File: config.mk
export PLATFORM = sky130hd
export DESIGN_NAME = anim_step_timer
export DESIGN_NICKNAME = d
export VERILOG_FILES = /design/src/rtl/anim_step_timer.sv
export SDC_FILE = /design/constraint.sdc
export NUM_CORES = 1
export LEC_CHECK = 0
export ABC_CLOCK_PERIOD_IN_PS = 2000
export CAP_MARGIN = 20
export CORE_ASPECT_RATIO = 1.2
export CORE_MARGIN = 2
export CORE_UTILIZATION = 45
export CTS_CLUSTER_DIAMETER = 50
export DETAILED_ROUTE_END_ITERATION = 10
export PLACE_DENSITY = 0.68
export SYNTH_ARGS = -nofsm -noshare
export SYNTH_HDL_FRONTEND = slang
export SYNTH_SLANG_ARGS = --single-unit
File: constraint.sdc
create_clock -name Clk -period 2 [get_ports Clk]
set_input_delay 0.2 -clock Clk [delete_from_list [all_inputs] [get_ports Clk]]
set_output_delay 0.2 -clock Clk [all_outputs]
set_load 0.03 [all_outputs]
File: src/rtl/anim_step_timer.sv
// Animation step pacer: counts VGA frames (vsync falling edges) and issues a one-cycle
// step_pulse every FRAMES_PER_STEP frames, with a wrapping phase index and one-shot mode.
module anim_step_timer #(
    parameter int unsigned FRAMES_PER_STEP = 15,
    parameter int unsigned PHASE_W         = 2
) (
    input  logic               Clk,
    input  logic               Reset,
    input  logic               vsync,
    input  logic               run,
    input  logic               pause,
    input  logic               one_shot,
    input  logic [7:0]         num_steps,
    output logic               step_pulse,
    output logic [PHASE_W-1:0] phase,
    output logic               busy,
    output logic               done
);

    localparam int unsigned CNT_W = (FRAMES_PER_STEP > 1) ? $clog2(FRAMES_PER_STEP) : 1;
    localparam logic [CNT_W-1:0] LAST_FRAME = CNT_W'(FRAMES_PER_STEP - 1);

    typedef enum logic [1:0] {
        S_IDLE,
        S_RUN,
        S_PAUSE,
        S_DONE
    } state_t;

    state_t           state;
    logic [CNT_W-1:0] frame_cnt;
    logic [7:0]       steps_left;
    logic             one_shot_r;

    logic vs_meta, vs_sync, vs_prev;
    logic frame_tick;

    // Sync chain resets high so a low vsync at reset release is not mistaken for a fall.
    always_ff @(posedge Clk) begin
        if (Reset) begin
            vs_meta <= 1'b1;
            vs_sync <= 1'b1;
            vs_prev <= 1'b1;
        end else begin
            vs_meta <= vsync;
            vs_sync <= vs_meta;
            vs_prev <= vs_sync;
        end
    end

    assign frame_tick = vs_prev & ~vs_sync;

    always_ff @(posedge Clk) begin
        if (Reset) begin
            state      <= S_IDLE;
            frame_cnt  <= '0;
            steps_left <= '0;
            one_shot_r <= 1'b0;
            phase      <= '0;
            step_pulse <= 1'b0;
            busy       <= 1'b0;
            done       <= 1'b0;
        end else begin
            step_pulse <= 1'b0;
            unique case (state)
                S_IDLE: begin
                    frame_cnt <= '0;
                    phase     <= '0;
                    if (run) begin
                        one_shot_r <= one_shot;
                        steps_left <= num_steps;
                        if (one_shot && (num_steps == 8'd0)) begin
                            state <= S_DONE;
                            done  <= 1'b1;
                        end else begin
                            state <= S_RUN;
                            busy  <= 1'b1;
                        end
                    end
                end

                S_RUN: begin
                    if (!run) begin
                        state      <= S_IDLE;
                        frame_cnt  <= '0;
                        steps_left <= '0;
                        phase      <= '0;
                        busy       <= 1'b0;
                        done       <= 1'b0;
                    end else if (pause) begin
                        state <= S_PAUSE;
                    end else if (frame_tick) begin
                        if (frame_cnt == LAST_FRAME) begin
                            frame_cnt  <= '0;
                            step_pulse <= 1'b1;
                            phase      <= phase + 1'b1;
                            if (one_shot_r) begin
                                if (steps_left != 8'd0)
                                    steps_left <= steps_left - 8'd1;
                                // Final step still pulses; the state change lands with it.
                                if (steps_left == 8'd1) begin
                                    state <= S_DONE;
                                    busy  <= 1'b0;
                                    done  <= 1'b1;
                                end
                            end
                        end else begin
                            frame_cnt <= frame_cnt + 1'b1;
                        end
                    end
                end

                S_PAUSE: begin
                    if (!run) begin
                        state      <= S_IDLE;
                        frame_cnt  <= '0;
                        steps_left <= '0;
                        phase      <= '0;
                        busy       <= 1'b0;
                        done       <= 1'b0;
                    end else if (!pause) begin
                        state <= S_RUN;
                    end
                end

                S_DONE: begin
                    if (!run) begin
                        state      <= S_IDLE;
                        frame_cnt  <= '0;
                        steps_left <= '0;
                        phase      <= '0;
                        busy       <= 1'b0;
                        done       <= 1'b0;
                    end
                end

                default: begin
                    state <= S_IDLE;
                    busy  <= 1'b0;
                    done  <= 1'b0;
                end
            endcase
        end
    end

endmodule

After elaboration in Yosys (flattened, before gate mapping)
Cells that the tools add are included.
{"block": "totals", "ff_bits": 23, "latchBits": 0, "ram_bits": 0, "mem_bits_ro": 0, "out_inout_bits": 5, "n_memories": 0}
{"block": "classes", "add_sub_neg": 3, "n_mul": 0, "n_div": 0, "magnitude_cmp": 0, "n_eq_ne": 21, "shift": 0, "muxes": 52, "bitwise": 5, "reduce_logical": 13}
{"operator": "8-bit two-way mux", "count": 8}
{"operator": "2-bit two-way mux", "count": 15}
{"operator": "8-bit case mux with 3 select lines", "count": 1}
{"operator": "3-bit inequality test (second input constant)", "count": 7}
{"operator": "4-bit two-way mux", "count": 5}
{"operator": "1-bit two-way mux", "count": 18}
{"operator": "4-bit inequality test (second input constant)", "count": 4}
{"operator": "8-bit AND reduction", "count": 2}
{"operator": "7-bit AND reduction", "count": 2}
{"operator": "4-bit case mux with 3 select lines", "count": 1}
{"operator": "2-bit inequality test (second input constant)", "count": 5}
{"operator": "8-bit by 1-bit == test with 1-bit output (second input constant)", "count": 1}
{"operator": "8-bit logical NOT", "count": 1}
{"operator": "2-bit case mux with 4 select lines", "count": 1}
{"operator": "8-bit nonzero test", "count": 1}
{"operator": "8-bit by 1-bit subtractor with 8-bit output (second input constant)", "count": 1}
{"operator": "1-bit case mux with 3 select lines", "count": 2}
{"operator": "2-bit case mux with 3 select lines", "count": 1}
{"operator": "5-bit OR reduction", "count": 1}
{"operator": "4-bit by 1-bit adder with 4-bit output (second input constant)", "count": 1}
{"operator": "2-bit == test (second input constant)", "count": 2}
{"operator": "4-bit == test (second input constant)", "count": 1}
{"operator": "1-bit NOT", "count": 4}
{"operator": "4-bit AND reduction", "count": 1}
{"operator": "other kinds (8)", "count": 8}

Depth between registers and ports, before layout
{"block": "logic_depth", "depth_word": 8, "mapped_depth": 6}

Least setup slack after synthesis
Ideal clock, no wire load.
{"block": "synth_path", "path_kind": "flip-flop to flip-flop", "from": "register frame_cnt[0]", "to": "register phase[1]", "setup_ns": 0.103, "arrival_ns": 1.502, "path_slack_ns": 0.395, "stages_incl_launch_ff": 7, "synth_period_minus_slack_ns": 1.605, "cell_sequence": "dfxtp_1 inv_1 ha_1 and3_1 o22ai_2 or3_1 a2111oi_2"}
{"block": "synth_between", "elab_chain_len": 3}
{"element": "start: declaration", "line_no": "31", "source": "logic [CNT_W-1:0] frame_cnt;"}
{"element": "start signal: assignment", "line_no": "108", "source": "frame_cnt <= frame_cnt + 1'b1;"}
{"element": "4-bit == test", "line_no": "93", "source": "if (frame_cnt == LAST_FRAME) begin"}
{"element": "3-bit inequality test (no source line)"}
{"element": "4-bit AND reduction (no source line)"}
{"element": "end signal: assignment", "line_no": "96", "source": "phase <= phase + 1'b1;"}
{"element": "end: declaration", "line_no": "15", "source": "output logic [PHASE_W-1:0] phase,"}
No other way between the ends.
A chain may end at the register's enable or synchronous reset.

Worst setup path in the final report
{"block": "layout_path", "from": "register state[1]", "to": "register steps_left[2]"}
{"block": "layout_between", "elab_chain_len": 4, "word_cells_on_any_way": 14}
{"element": "start: declaration", "line_no": "30", "source": "state_t state;"}
{"element": "start signal: assignment", "line_no": "55", "source": "state <= S_IDLE;"}
{"element": "start signal: assignment", "line_no": "73", "source": "state <= S_DONE;"}
{"element": "start signal: assignment", "line_no": "76", "source": "state <= S_RUN;"}
{"element": "2-bit == test", "line_no": "65", "source": "unique case (state)"}
{"element": "2-bit OR reduction (no source line)"}
{"element": "2-bit inequality test (no source line)"}
{"element": "7-bit AND reduction (no source line)"}
{"element": "end signal: assignment", "line_no": "71", "source": "steps_left <= num_steps;"}
{"element": "end signal: assignment", "line_no": "99", "source": "steps_left <= steps_left - 8'd1;"}
{"element": "end: declaration", "line_no": "32", "source": "logic [7:0] steps_left;"}
Parallel ways exist; a longest one is shown, timed or not.

==> implementation parameters <==
Parameter                              Value

Route
  DRC marker count from the first detailed-route iteration ... 42
  # DRC ... 0
  Number of vias per cell after detailed routing ... 6.107
  Via count of the routed design ... 1307
  Total Wirelength ... 3386 µm
  Final routed wire length divided by cell count ... 15.82 µm
  Drt first pass iters ... 4
  Number of nets with antenna violations after detailed routing ... 0

Final layout
  Most common library cell in the layout ignoring fill and taps ... sky130_fd_sc_hd__dfxtp_1
  Filler instances ... 251
  Most used cells in the layout excluding fill and tap cells ... sky130_fd_sc_hd__dfxtp_1, sky130_fd_sc_hd__clkdlybuf4s50_1, sky130_fd_sc_hd__nand2_1
  Number of antenna repair diodes ... 0
  Sequential cell area in the final layout ... 460.4 µm²
  Area of combinational cells with multiple inputs ... 818.3 µm²
  Final design area excluding fillers ... 1629 µm²
  Synthesis-to-layout area growth ... 21.12%
  Ratio of cells with drive above 1 in the final layout ... 0.1389
  Core occupancy in the finished layout ... 0.5794
  Final cell count without fillers ... 214
  Total number of nets in the final design ... 200

Timing
  Tcrit/Tclk final ... 0.9342
  Summed negative setup slack over all endpoints ... 0 ns
  Hold slack final ... 0.4348 ns
  Transition time of the tightest slew-check pin ... 0.4754 ns
  Final Hold Viols ... 0
  Worst slew slack as a fraction of its limit ... 0.6804
  Clock period minus worst slack ... 1.868 ns
  Setup violation total in the final timing report ... 0
  Final setup margin ... 0.1316 ns
  Unrepaired setup endpoints after global routing ... no
  Skew final ... 0.006274 ns
  Max Transition Viols Final ... 0
  Fmax ... 0.5352 GHz

Clock tree
  Clock tree from TritonCTS ... done
  # hold bufs at CTS ... 0
  CTS Sinks ... 23
  Post-cts resize count ... 0
  Buffer levels on the longest clock path ... 2
  Clock transition at the register clock pins on the worst setup and hold paths after CTS ... 0.12 ns
  Number of H-tree levels ... 1
  Clock tree root buffer cell ... sky130_fd_sc_hd__clkbuf_4
  Buffers inserted during post-CTS setup optimization ... 0
  Total CTS buffers ... 3
  Clock latency at the later pin of the worst-skew pair ... 0.31 ns

Floorplan
  Die outline height ... 63.89 µm
  Effective utilization at floorplan ... 0.4784
  Die X-Extent ... 53.91 µm
  Core area ... 2811 µm²
  Area enclosed by the die boundary ... 3444 µm²
  Number of I/O pins ... 19
  Rows ... 21

Setup path
  Cell chain of the critical path ... and3b_1 > buf_4 > nand4_1 > nand3_2 > o32ai_1
  Type of the worst setup path ... flip-flop to flip-flop
  CP arrival ... 2.07 ns
  Data required, critical path ... 2.21 ns
  Crit Reg-Reg Startpoint ... state[1]
  Highest-delay cell along the critical path ... sky130_fd_sc_hd__dfxtp_1
  Delay of the slowest cell on the worst path ... 0.61 ns
  Worst Path Max Fanout ... 12
  Count of buffering cells on the critical path with inverters included ... 1
  Worst setup path startpoint ... state[1]
  Critical Path End Type ... flip-flop
  Cell family with the largest share of critical-path delay ... simple AND/OR/NAND/NOR gates
  Setup crit start kind ... flip-flop

Place
  Placed insts ... 210
  Detailed placer's ending HPWL ... 2583 µm
  RePlAce Congestion ... 0.8813
  Area post-placement ... 1603 µm²
  Pre-CTS worst setup slack ... -0.02567 ns
  Port bufs ... 18

GRT
  First-pass GRT wire length ... 5802 µm
  Vias in the first global route ... 1298
  Number of antenna violations at the first check in global routing ... 0
  GRT Total Usage ... 0.2209
  Pin count of the biggest net entering global routing ... 22
  Global route total overflow ... 0

Power and ir drop
  Sequential fraction of design power ... 0.515
  Peak supply drop ... 0.0003296 V
  Overall power consumption ... 1.007 mW
  Pwr per Cell Area ... 618.5 nW/µm²
  Fraction of power spent switching nets ... 0.3145
  Fraction of power consumed by the clock network ... 0.216
  Static leakage power ... 0.6237 nW
  Proportion of power drawn by combinational gates ... 0.270
  Internal cell power ... 0.6907 mW
  Switching power ... 0.3168 mW

Synthesis
  Cell count after synthesis ... 156
  Netlist Area Pre-Place ... 1345 µm²
  Share of the yosys chip area belonging to registers ... 0.3423
  Synthesized area divided by synthesized cell count ... 8.622 µm²
  Total nets after synthesis ... 175
  Synthesis-stage register bit count ... 23
  Predominant post-synthesis flop cell ... sky130_fd_sc_hd__dfxtp_1
  Yosys warnings ... 0
  Share of flip-flops with an asynchronous set or reset after synthesis ... 0
  Post-synth EDFFs ... 0
  Synth cell types ... 51

Worst hold path
  Worst Hold Class ... flip-flop to flip-flop
  Hold path startpoint ... vs_meta

Run
  Max-capacitance violation count ... 0

Status
  Outcome ... finished, final reports clean
## logic make-up (layout without fill, tap and decap cells)
family | Yosys count | count (layout) | share of synthesized area
fa+ha+maj | 5 | 5 | 0.04651
compound gates | 47 | 47 | 0.2679
simple gates | 61 | 61 | 0.2651
xor+xnor | 1 | 1 | 0.006513
mux | 3 | 3 | 0.02233
flops | 23 | 23 | 0.3423
buf+inv | 16 | 40 | 0.04930
## power by group through the flow
stage               sequential (mW)  clock, mW  combinational (mW)
floorplan                     0.524          0               0.173
global placement              0.526          0               0.264
detailed placement            0.527          0               0.269
CTS                           0.517      0.228               0.270
global route                  0.522      0.249               0.301
finish                        0.519      0.217               0.272
## state kept, by name (all words and copies together), names as in the netlist
signal      count
steps_left      8
frame_cnt       4
phase           2
state           2
busy            1
done            1
one_shot_r      1
step_pulse      1
vs_meta         1
vs_prev         1
vs_sync         1
## cell type report
type	instances	area share
timing repair buffer	27	0.1521
clock buffer	4	0.01613
sequential	23	0.2826
multi-input combinational	117	0.5023
inverter	9	0.02074
tap	34	0.02611
## cell usage after synthesis, types with 3 or more instances
library cell	count	area, µm²
sky130_fd_sc_hd__a211oi_1	4	30.03
sky130_fd_sc_hd__a21oi_1	9	45.04
sky130_fd_sc_hd__and3_1	3	18.77
sky130_fd_sc_hd__clkbuf_1	4	15.01
sky130_fd_sc_hd__dfxtp_1	23	460.4
sky130_fd_sc_hd__ha_1	5	62.56
sky130_fd_sc_hd__inv_1	8	30.03
sky130_fd_sc_hd__mux2i_1	3	30.03
sky130_fd_sc_hd__nand2_1	15	56.30
sky130_fd_sc_hd__nand3_1	4	20.02
sky130_fd_sc_hd__nand4_1	3	18.77
sky130_fd_sc_hd__nor2_1	11	41.29
sky130_fd_sc_hd__nor4_1	4	25.02
sky130_fd_sc_hd__o21ai_0	6	30.03
sky130_fd_sc_hd__o32ai_1	5	43.79
sky130_fd_sc_hd__or2_2	4	25.02
sky130_fd_sc_hd__or4_1	5	37.54
## final timing paths
check	depth (start not counted)	to	slack, ns
worst max-delay path	5	steps_left[2]	0.13
worst min-delay path	1	vs_sync	0.43
worst max register to register	5	steps_left[2]	0.13
worst min register to register	1	vs_sync	0.43
## metal layers
metal | global-route usage | part of all wire
met3 | 0.03037 | 0.037
met1 | 0.2713 | 0.44
met4 | 0.08654 | 0.017
met2 | 0.3750 | 0.51
met5 | 0 | 0
No activity file was read; power rests on OpenSTA's default activity.
